### src/rtl/mips_pkg.sv
// Shared widths and constants for the MIPS core pipeline.
package mips_pkg;

    localparam int unsigned WORD_W = 32;
    localparam int unsigned JIDX_W = 26;

    // sll $0,$0,0 -- the canonical bubble.
    localparam logic [WORD_W-1:0] NOP_INSTR = 32'h0000_0000;
    localparam logic [WORD_W-1:0] RESET_PC  = 32'h0000_0000;
    localparam logic [WORD_W-1:0] PC_INC    = 32'd4;

endpackage : mips_pkg

### src/rtl/pc_next_sel.sv
// Next-PC selection for the fetch stage.
// Priority: branch > jump (only when IF/ID is valid) > stall > sequential.
// squash is raised whenever a redirect discards the wrong-path fetch.
module pc_next_sel
    import mips_pkg::*;
#(
    parameter logic [WORD_W-1:0] PC_INC_P = PC_INC
) (
    input  logic [WORD_W-1:0] pc,
    input  logic [WORD_W-1:0] if_id_pc4,
    input  logic              if_id_valid,
    input  logic              stall,
    input  logic              branch_taken,
    input  logic [WORD_W-1:0] branch_target,
    input  logic              jump,
    input  logic [JIDX_W-1:0] jump_index,
    output logic [WORD_W-1:0] next_pc,
    output logic              squash
);

    logic [WORD_W-1:0] branch_pc_s;
    logic [WORD_W-1:0] jump_pc_s;

    // Branch target is word-aligned by clearing the two low bits; the jump
    // keeps the 256 MB region of the instruction following the jump.
    assign branch_pc_s = branch_target & 32'hFFFF_FFFC;
    assign jump_pc_s   = (if_id_pc4 & 32'hF000_0000) | {4'b0000, jump_index, 2'b00};

    // Select the next PC and flag a squash on any accepted redirect.
    always_comb begin
        next_pc = pc;
        squash  = 1'b0;
        if (branch_taken) begin
            next_pc = branch_pc_s;
            squash  = 1'b1;
        end else if (jump && if_id_valid) begin
            next_pc = jump_pc_s;
            squash  = 1'b1;
        end else if (stall) begin
            next_pc = pc;
            squash  = 1'b0;
        end else begin
            next_pc = pc + PC_INC_P;
            squash  = 1'b0;
        end
    end

endmodule : pc_next_sel

### src/rtl/if_stage.sv
// Instruction-fetch stage: PC register, instruction-memory address and the
// IF/ID pipeline register. No delay slots: redirects squash IF/ID.
module if_stage
    import mips_pkg::*;
#(
    parameter logic [WORD_W-1:0] RESET_PC  = mips_pkg::RESET_PC,
    parameter logic [WORD_W-1:0] PC_INC    = mips_pkg::PC_INC,
    parameter logic [WORD_W-1:0] NOP_INSTR = mips_pkg::NOP_INSTR
) (
    input  logic              clk,
    input  logic              rst_n,
    input  logic              stall,
    input  logic              branch_taken,
    input  logic [WORD_W-1:0] branch_target,
    input  logic              jump,
    input  logic [JIDX_W-1:0] jump_index,
    output logic [WORD_W-1:0] imem_addr,
    input  logic [WORD_W-1:0] imem_instr,
    output logic [WORD_W-1:0] pc,
    output logic [WORD_W-1:0] if_id_instr,
    output logic [WORD_W-1:0] if_id_pc4,
    output logic              if_id_valid
);

    logic [WORD_W-1:0] pc_r;
    logic [WORD_W-1:0] if_id_instr_r;
    logic [WORD_W-1:0] if_id_pc4_r;
    logic              if_id_valid_r;
    logic [WORD_W-1:0] next_pc_s;
    logic              squash_s;

    pc_next_sel #(
        .PC_INC_P (PC_INC)
    ) u_pc_next_sel (
        .pc            (pc_r),
        .if_id_pc4     (if_id_pc4_r),
        .if_id_valid   (if_id_valid_r),
        .stall         (stall),
        .branch_taken  (branch_taken),
        .branch_target (branch_target),
        .jump          (jump),
        .jump_index    (jump_index),
        .next_pc       (next_pc_s),
        .squash        (squash_s)
    );

    // PC and IF/ID update; reset overrides everything, then squash, stall, advance.
    always_ff @(posedge clk) begin
        if (!rst_n) begin
            pc_r          <= RESET_PC;
            if_id_instr_r <= NOP_INSTR;
            if_id_pc4_r   <= 32'h0000_0000;
            if_id_valid_r <= 1'b0;
        end else begin
            pc_r <= next_pc_s;
            if (squash_s) begin
                if_id_instr_r <= NOP_INSTR;
                if_id_pc4_r   <= 32'h0000_0000;
                if_id_valid_r <= 1'b0;
            end else if (stall) begin
                if_id_instr_r <= if_id_instr_r;
                if_id_pc4_r   <= if_id_pc4_r;
                if_id_valid_r <= if_id_valid_r;
            end else begin
                // On advance next_pc_s is pc + PC_INC, the return address of this fetch.
                if_id_instr_r <= imem_instr;
                if_id_pc4_r   <= next_pc_s;
                if_id_valid_r <= 1'b1;
            end
        end
    end

    assign imem_addr   = pc_r;
    assign pc          = pc_r;
    assign if_id_instr = if_id_instr_r;
    assign if_id_pc4   = if_id_pc4_r;
    assign if_id_valid = if_id_valid_r;

endmodule : if_stage

### config.mk
export PLATFORM = sky130hd
export DESIGN_NAME = if_stage
export DESIGN_NICKNAME = d
export VERILOG_FILES = /design/src/rtl/mips_pkg.sv /design/src/rtl/pc_next_sel.sv /design/src/rtl/if_stage.sv
export SDC_FILE = /design/constraint.sdc
export NUM_CORES = 1
export LEC_CHECK = 0
export CORE_MARGIN = 10
export CORE_UTILIZATION = 57
export DETAILED_ROUTE_END_ITERATION = 8
export DONT_BUFFER_PORTS = 1
export GPL_TIMING_DRIVEN = 0
export PLACE_DENSITY = 0.75
export RECOVER_POWER = 100
export SLEW_MARGIN = 20
export SYNTH_ARGS = -nofsm -noshare
export SYNTH_HDL_FRONTEND = slang
export SYNTH_SLANG_ARGS = --single-unit
### constraint.sdc
create_clock -name clk -period 1.6 [get_ports clk]
set_input_delay 0.32 -clock clk [delete_from_list [all_inputs] [get_ports clk]]
set_output_delay 0.32 -clock clk [all_outputs]
set_load 0.005 [all_outputs]
After elaboration in Yosys (flattened, before gate mapping)
Index checks and enable logic that the tools add are counted.

Flip-flop bits (word level): 97. Input port bits: 95. Output and inout bits: 129. Word-level logic and storage cells: 14.

Add/subtract/negate cells: 1. Mux-type cells: 5. Bitwise operators: 2. Reductions and logical operators: 2.

Operators by type and width (number): 32-bit 2-to-1 mux (3); 32-bit by 3-bit adder with 32-bit output (second input constant) (1); 32-bit by 28-bit bitwise OR with 32-bit output (1); 1-bit 2-to-1 mux (2); 2-bit OR reduction (1); 1-bit logical AND (1); 1-bit NOT (1).

Longest topological paths before layout
Word-level depth: 4. Gate-level depth with buffers: 8. Depth with buffers taken out: 7.

Modules after synthesis
A second synthesis with hierarchy kept.

Cell total of the unflattened synthesis: 517. Area total of the unflattened synthesis: 4738.3 µm².

Modules (own cells, without submodules): if_stage (instances 1, cells each 309, area each 3398.3 µm², seq. area each 1941.9 µm²); pc_next_sel (instances 1, cells each 208, area each 1340.0 µm², seq. area each 0.0 µm²).

Worst setup path after synthesis
Ideal clock, no wire load.

Kind: register to register. Start: register pc_r[7], in the netlist imem_addr[7]. End: register if_id_pc4_r[27], in the netlist if_id_pc4[27]. Library setup time: 0.071 ns. Data arrival time: 1.650 ns. Required time: 1.529 ns. Path slack: -0.121 ns. Cell stages (with the launch flop): 7. Buffers on the path: 0. Period minus slack after synthesis: 1.721 ns. Path through: dfxtp_1 nand3_2 nor3_4 nand4_4 xnor2_1 or3_1 a21oi_1.

Word-level cells in the longest chain between the ends: 4.

Ends and longest elaborated chain: start, declared (RTL line if_stage.sv:25) `logic [WORD_W-1:0] pc_r;`; start signal, assigned (RTL line if_stage.sv:55) `pc_r <= next_pc_s;`; 32-bit by 3-bit adder with 32-bit output (RTL line pc_next_sel.sv:43) `next_pc = pc + PC_INC_P;`; 32-bit 2-to-1 mux (RTL line pc_next_sel.sv:39) `end else if (stall) begin`; 32-bit 2-to-1 mux (RTL line pc_next_sel.sv:36) `end else if (jump && if_id_valid) begin`; 32-bit 2-to-1 mux (RTL line pc_next_sel.sv:33) `if (branch_taken) begin`; end signal, assigned (RTL line if_stage.sv:62) `if_id_pc4_r <= if_id_pc4_r;`; end signal, assigned (RTL line if_stage.sv:67) `if_id_pc4_r <= next_pc_s;`; end, declared (RTL line if_stage.sv:27) `logic [WORD_W-1:0] if_id_pc4_r;`.

No other way between the ends. A chain may end at the register's enable or synchronous reset.

Worst setup path after layout
Start: register pc_r[21], in the netlist imem_addr[21]. End: register if_id_pc4_r[31], in the netlist if_id_pc4[31].

The elaborated chain is that of the path after synthesis.

==> implementation parameters <==
Parameter                              Value

Timing
  Relative slew margins    48.2%
  Worst-Margin Slew    777 ps
  Setup skew after layout    12.5 ps
  Unrepaired setup endpoints after global routing    true
  Hold Fails Final Rpt    0
  Final setup violating endpoints    16
  Post-route setup slack    -101 ps
  Final period utilization    106%
  Tmin final    1700 ps
  F_max    588 MHz
  Final Slew Violations    0
  TNS Setup    -828 ps

Pwr
  Total power density per cell area    871 mW/mm^2
  Power consumption    4.76 mW
  Leakage power figure    2.21 nW
  IR Drop Worst-Case VDD    0.505 mV

Drt
  Post-route DRC violation count    0
  Via-to-Cell Ratio    6.14
  Initial DRC count    282
  Total wire length after detailed routing    16100 um
  Antenna viol nets, final    0
  Routed vias    4142
  Wirelength per Cell    23.9 um
  Drt first pass iters    6

Clocking
  Clock slew seen by the registers of the worst setup and hold paths    100 ps
  Clock Path Buffers    2
  Cts bufs inserted    9
  TritonCTS clock tree    done
  Clock sinks    97
  Number of levels in the clock H-tree    3
  Clk root buf    sky130_fd_sc_hd__clkbuf_8
  Worst skew pair latency    370 ps
  Hold_buf cts    0

Logic synthesis
  Net count after synthesis    635
  Number of flops mapped to enable cells by yosys    0
  Synthesized flop and latch total    97
  Summed instance area of the synthesized netlist    0.00459 mm^2
  Most common flop cell mapped by yosys    sky130_fd_sc_hd__dfxtp_1
  Average instance area after synthesis    8.51 um^2
  Yosys top cell area share    42.3%
  Leading area contributor after synthesis    sky130_fd_sc_hd__dfxtp_1
  Number of cells produced by synthesis    539
  Post-synthesis async set-or-reset flop share    0%
  Sequential cell area fraction in the yosys report    42.3%
  Number of distinct standard cells referenced by the synthesized netlist    51
  Yosys warnings    0
  Ranking of synthesized cells by area    sky130_fd_sc_hd__dfxtp_1, sky130_fd_sc_hd__mux2i_1, sky130_fd_sc_hd__nor2_1

Layout
  Finished Layout Cells    675
  Inserted Diodes    0
  Share of cells above drive strength 1    27.2%
  Design area    0.00547 mm^2
  Synthesis-to-layout area growth    19.1%
  Net count of the finished layout    664

Setup path
  Data arrival time at the worst-slack endpoint    1980 ps
  CP Launch Type    register
  Start-to-end type of the worst setup path    reg2reg
  Kind of end point of the critical path    register
  Critical Path RT    1880 ps
  Critical path fanouts, max    7

Global routing
  Total routing usage reported by global routing    24.8%
  Number of antenna violations at the first check in global routing    1
  Maximum number of pins on one net before global-route repair    17
  Overflow after GRT    0
  Via count of the first global-routing pass    4018
  Global-route wire length before repair    22800 um

Floorplan
  Y dimension of the die    110 um
  I/O pin count    224
  Core box area    0.00777 mm^2
  Floorplan die width    110 um
  Number of rows in the core area    32
  Die Footprint    0.0120 mm^2
  Initial standard-cell utilization of the core    59.1%

Place
  Half-perimeter wire length after detailed placement    12000 um
  Routability Congestion    0.866
  Post-detailed-placement cell area    0.00476 mm^2
  IO Port Bufs    0
  Dpl cells    641

Job
  Count of maximum capacitance violations    0

Status
  Failing checks    setup timing
  Run status    finished, violations left

Min path
  Hold Crit Class    in2reg
power breakdown:
group          internal, mW  leakage (nW)  total [mW]  switching (mW)
clock network         0.568        0.0749        1.45           0.886
logic                 0.278          1.32       0.618           0.341
registers              2.52         0.807        2.69           0.172
total                  3.36          2.21        4.76            1.40
layout make-up:
| type | instances | area, um^2 |
|---|---|---|
| well taps | 102 | 128 |
| clock buffers | 10 | 128 |
| repair buffers | 20 | 180 |
| inverters | 8 | 30.0 |
| fillers | 600 | 2300 |
| multi-input cells | 368 | 2530 |
| clock inverters | 6 | 43.8 |
| plain buffers | 64 | 407 |
| flip-flops and latches | 97 | 2020 |
cell usage after synthesis, types with 3 or more instances:
| cell type | instances |
|---|---|
| sky130_fd_sc_hd__a211oi_1 | 5 |
| sky130_fd_sc_hd__a21oi_1 | 15 |
| sky130_fd_sc_hd__a221oi_1 | 3 |
| sky130_fd_sc_hd__a31oi_1 | 7 |
| sky130_fd_sc_hd__and2_1 | 17 |
| sky130_fd_sc_hd__buf_1 | 12 |
| sky130_fd_sc_hd__buf_2 | 4 |
| sky130_fd_sc_hd__buf_4 | 33 |
| sky130_fd_sc_hd__clkbuf_1 | 17 |
| sky130_fd_sc_hd__dfxtp_1 | 97 |
| sky130_fd_sc_hd__inv_1 | 7 |
| sky130_fd_sc_hd__mux2i_1 | 39 |
| sky130_fd_sc_hd__nand2_1 | 47 |
| sky130_fd_sc_hd__nand2b_1 | 4 |
| sky130_fd_sc_hd__nand3_1 | 19 |
| sky130_fd_sc_hd__nand4_1 | 11 |
| sky130_fd_sc_hd__nor2_1 | 87 |
| sky130_fd_sc_hd__nor2b_1 | 6 |
| sky130_fd_sc_hd__nor3_1 | 3 |
| sky130_fd_sc_hd__o21ai_0 | 34 |
| sky130_fd_sc_hd__o221ai_1 | 7 |
| sky130_fd_sc_hd__xnor2_1 | 19 |
| sky130_fd_sc_hd__xor2_1 | 9 |
logic make-up (layout without fill, tap and decap cells):
kind of cell	after synthesis	count (layout)	synth area share, %
simple gates	214	214	22.8
flops	97	97	42.3
compound gates	85	85	11.6
buf+inv	74	108	8.86
mux	40	40	8.75
xor+xnor	28	28	5.34
fa+ha+maj	1	1	0.273
critical path, cell delays in order, from the launching register on:
cell                       delay [ps]
sky130_fd_sc_hd__dfxtp_4          420
sky130_fd_sc_hd__and4_4           250
sky130_fd_sc_hd__and3_4           210
sky130_fd_sc_hd__nand4_4          120
sky130_fd_sc_hd__buf_6            160
sky130_fd_sc_hd__nor3_4           140
sky130_fd_sc_hd__xnor2_2          110
sky130_fd_sc_hd__a221oi_2         220
metrics by stage:
stage	util (%)	hold WS (ps)	setup slack, ps
3_3_place_gp	61.3	464	-478
6_report	70.4	90.5	-101
3_5_place_dp	61.3	474	-533
4_1_cts	66.5	87.2	-81.9
2_1_floorplan	-	457	-19.4
5_1_grt	70.4	94.0	-193
cell usage in the layout (no fill, tap or decap), types with 6 or more instances in the layout:
cell type                  synthesis  routed
sky130_fd_sc_hd__nor2_1           87      83
sky130_fd_sc_hd__dfxtp_1          97      74
sky130_fd_sc_hd__buf_4            33      46
sky130_fd_sc_hd__nand2_1          47      44
sky130_fd_sc_hd__mux2i_1          39      39
sky130_fd_sc_hd__o21ai_0          34      30
sky130_fd_sc_hd__dfxtp_4           0      19
sky130_fd_sc_hd__and2_1           17      16
sky130_fd_sc_hd__nand3_1          19      13
sky130_fd_sc_hd__clkbuf_1         17      13
sky130_fd_sc_hd__a21oi_1          15      13
sky130_fd_sc_hd__xnor2_1          19      12
sky130_fd_sc_hd__nand4_1          11      11
sky130_fd_sc_hd__buf_6             0      10
sky130_fd_sc_hd__clkbuf_8          0       9
sky130_fd_sc_hd__xor2_1            9       8
sky130_fd_sc_hd__inv_1             7       7
sky130_fd_sc_hd__xnor2_2           0       7
sky130_fd_sc_hd__a31oi_1           7       7
sky130_fd_sc_hd__o221ai_1          7       6
layer usage:
layer / vias up / global-route usage [%] / share of wire, %
met5: - / 0 / 0.12
met3: 42 / 12.2 / 15
met2: 292 / 41.3 / 49
met4: 2 / 9.11 / 2.5
met1: 1938 / 26.8 / 33
li1: 1868 / - / -
registers in the layout, summed over array words and instances (netlist names):
register,flops
if_id_valid,1
if_id_pc4,32
if_id_instr,32
imem_addr,32
final timing paths:
path	depth (start not counted)	slack (ps)	start	endpoint
hold reg to reg	2	520	if_id_pc4[8]$_SDFFE_PP0N_	if_id_pc4[8]$_SDFFE_PP0N_
hold / removal	2	90	imem_instr[6]	if_id_instr[6]$_SDFFE_PP0N_
setup reg to reg	7	-100	imem_addr[21]$_SDFF_PN0_	if_id_pc4[31]$_SDFFE_PP0N_
setup / recovery	7	-100	imem_addr[21]$_SDFF_PN0_	if_id_pc4[31]$_SDFFE_PP0N_
timing repair:
action / CTS / global route
pin swaps: 22 / 35
endpoints found under the setup margin: 91 / 74
gates resized for setup: 62 / 52
gates cloned: 1 / 0
setup buffers: 9 / 10
(Power assumes the default switching activity.)
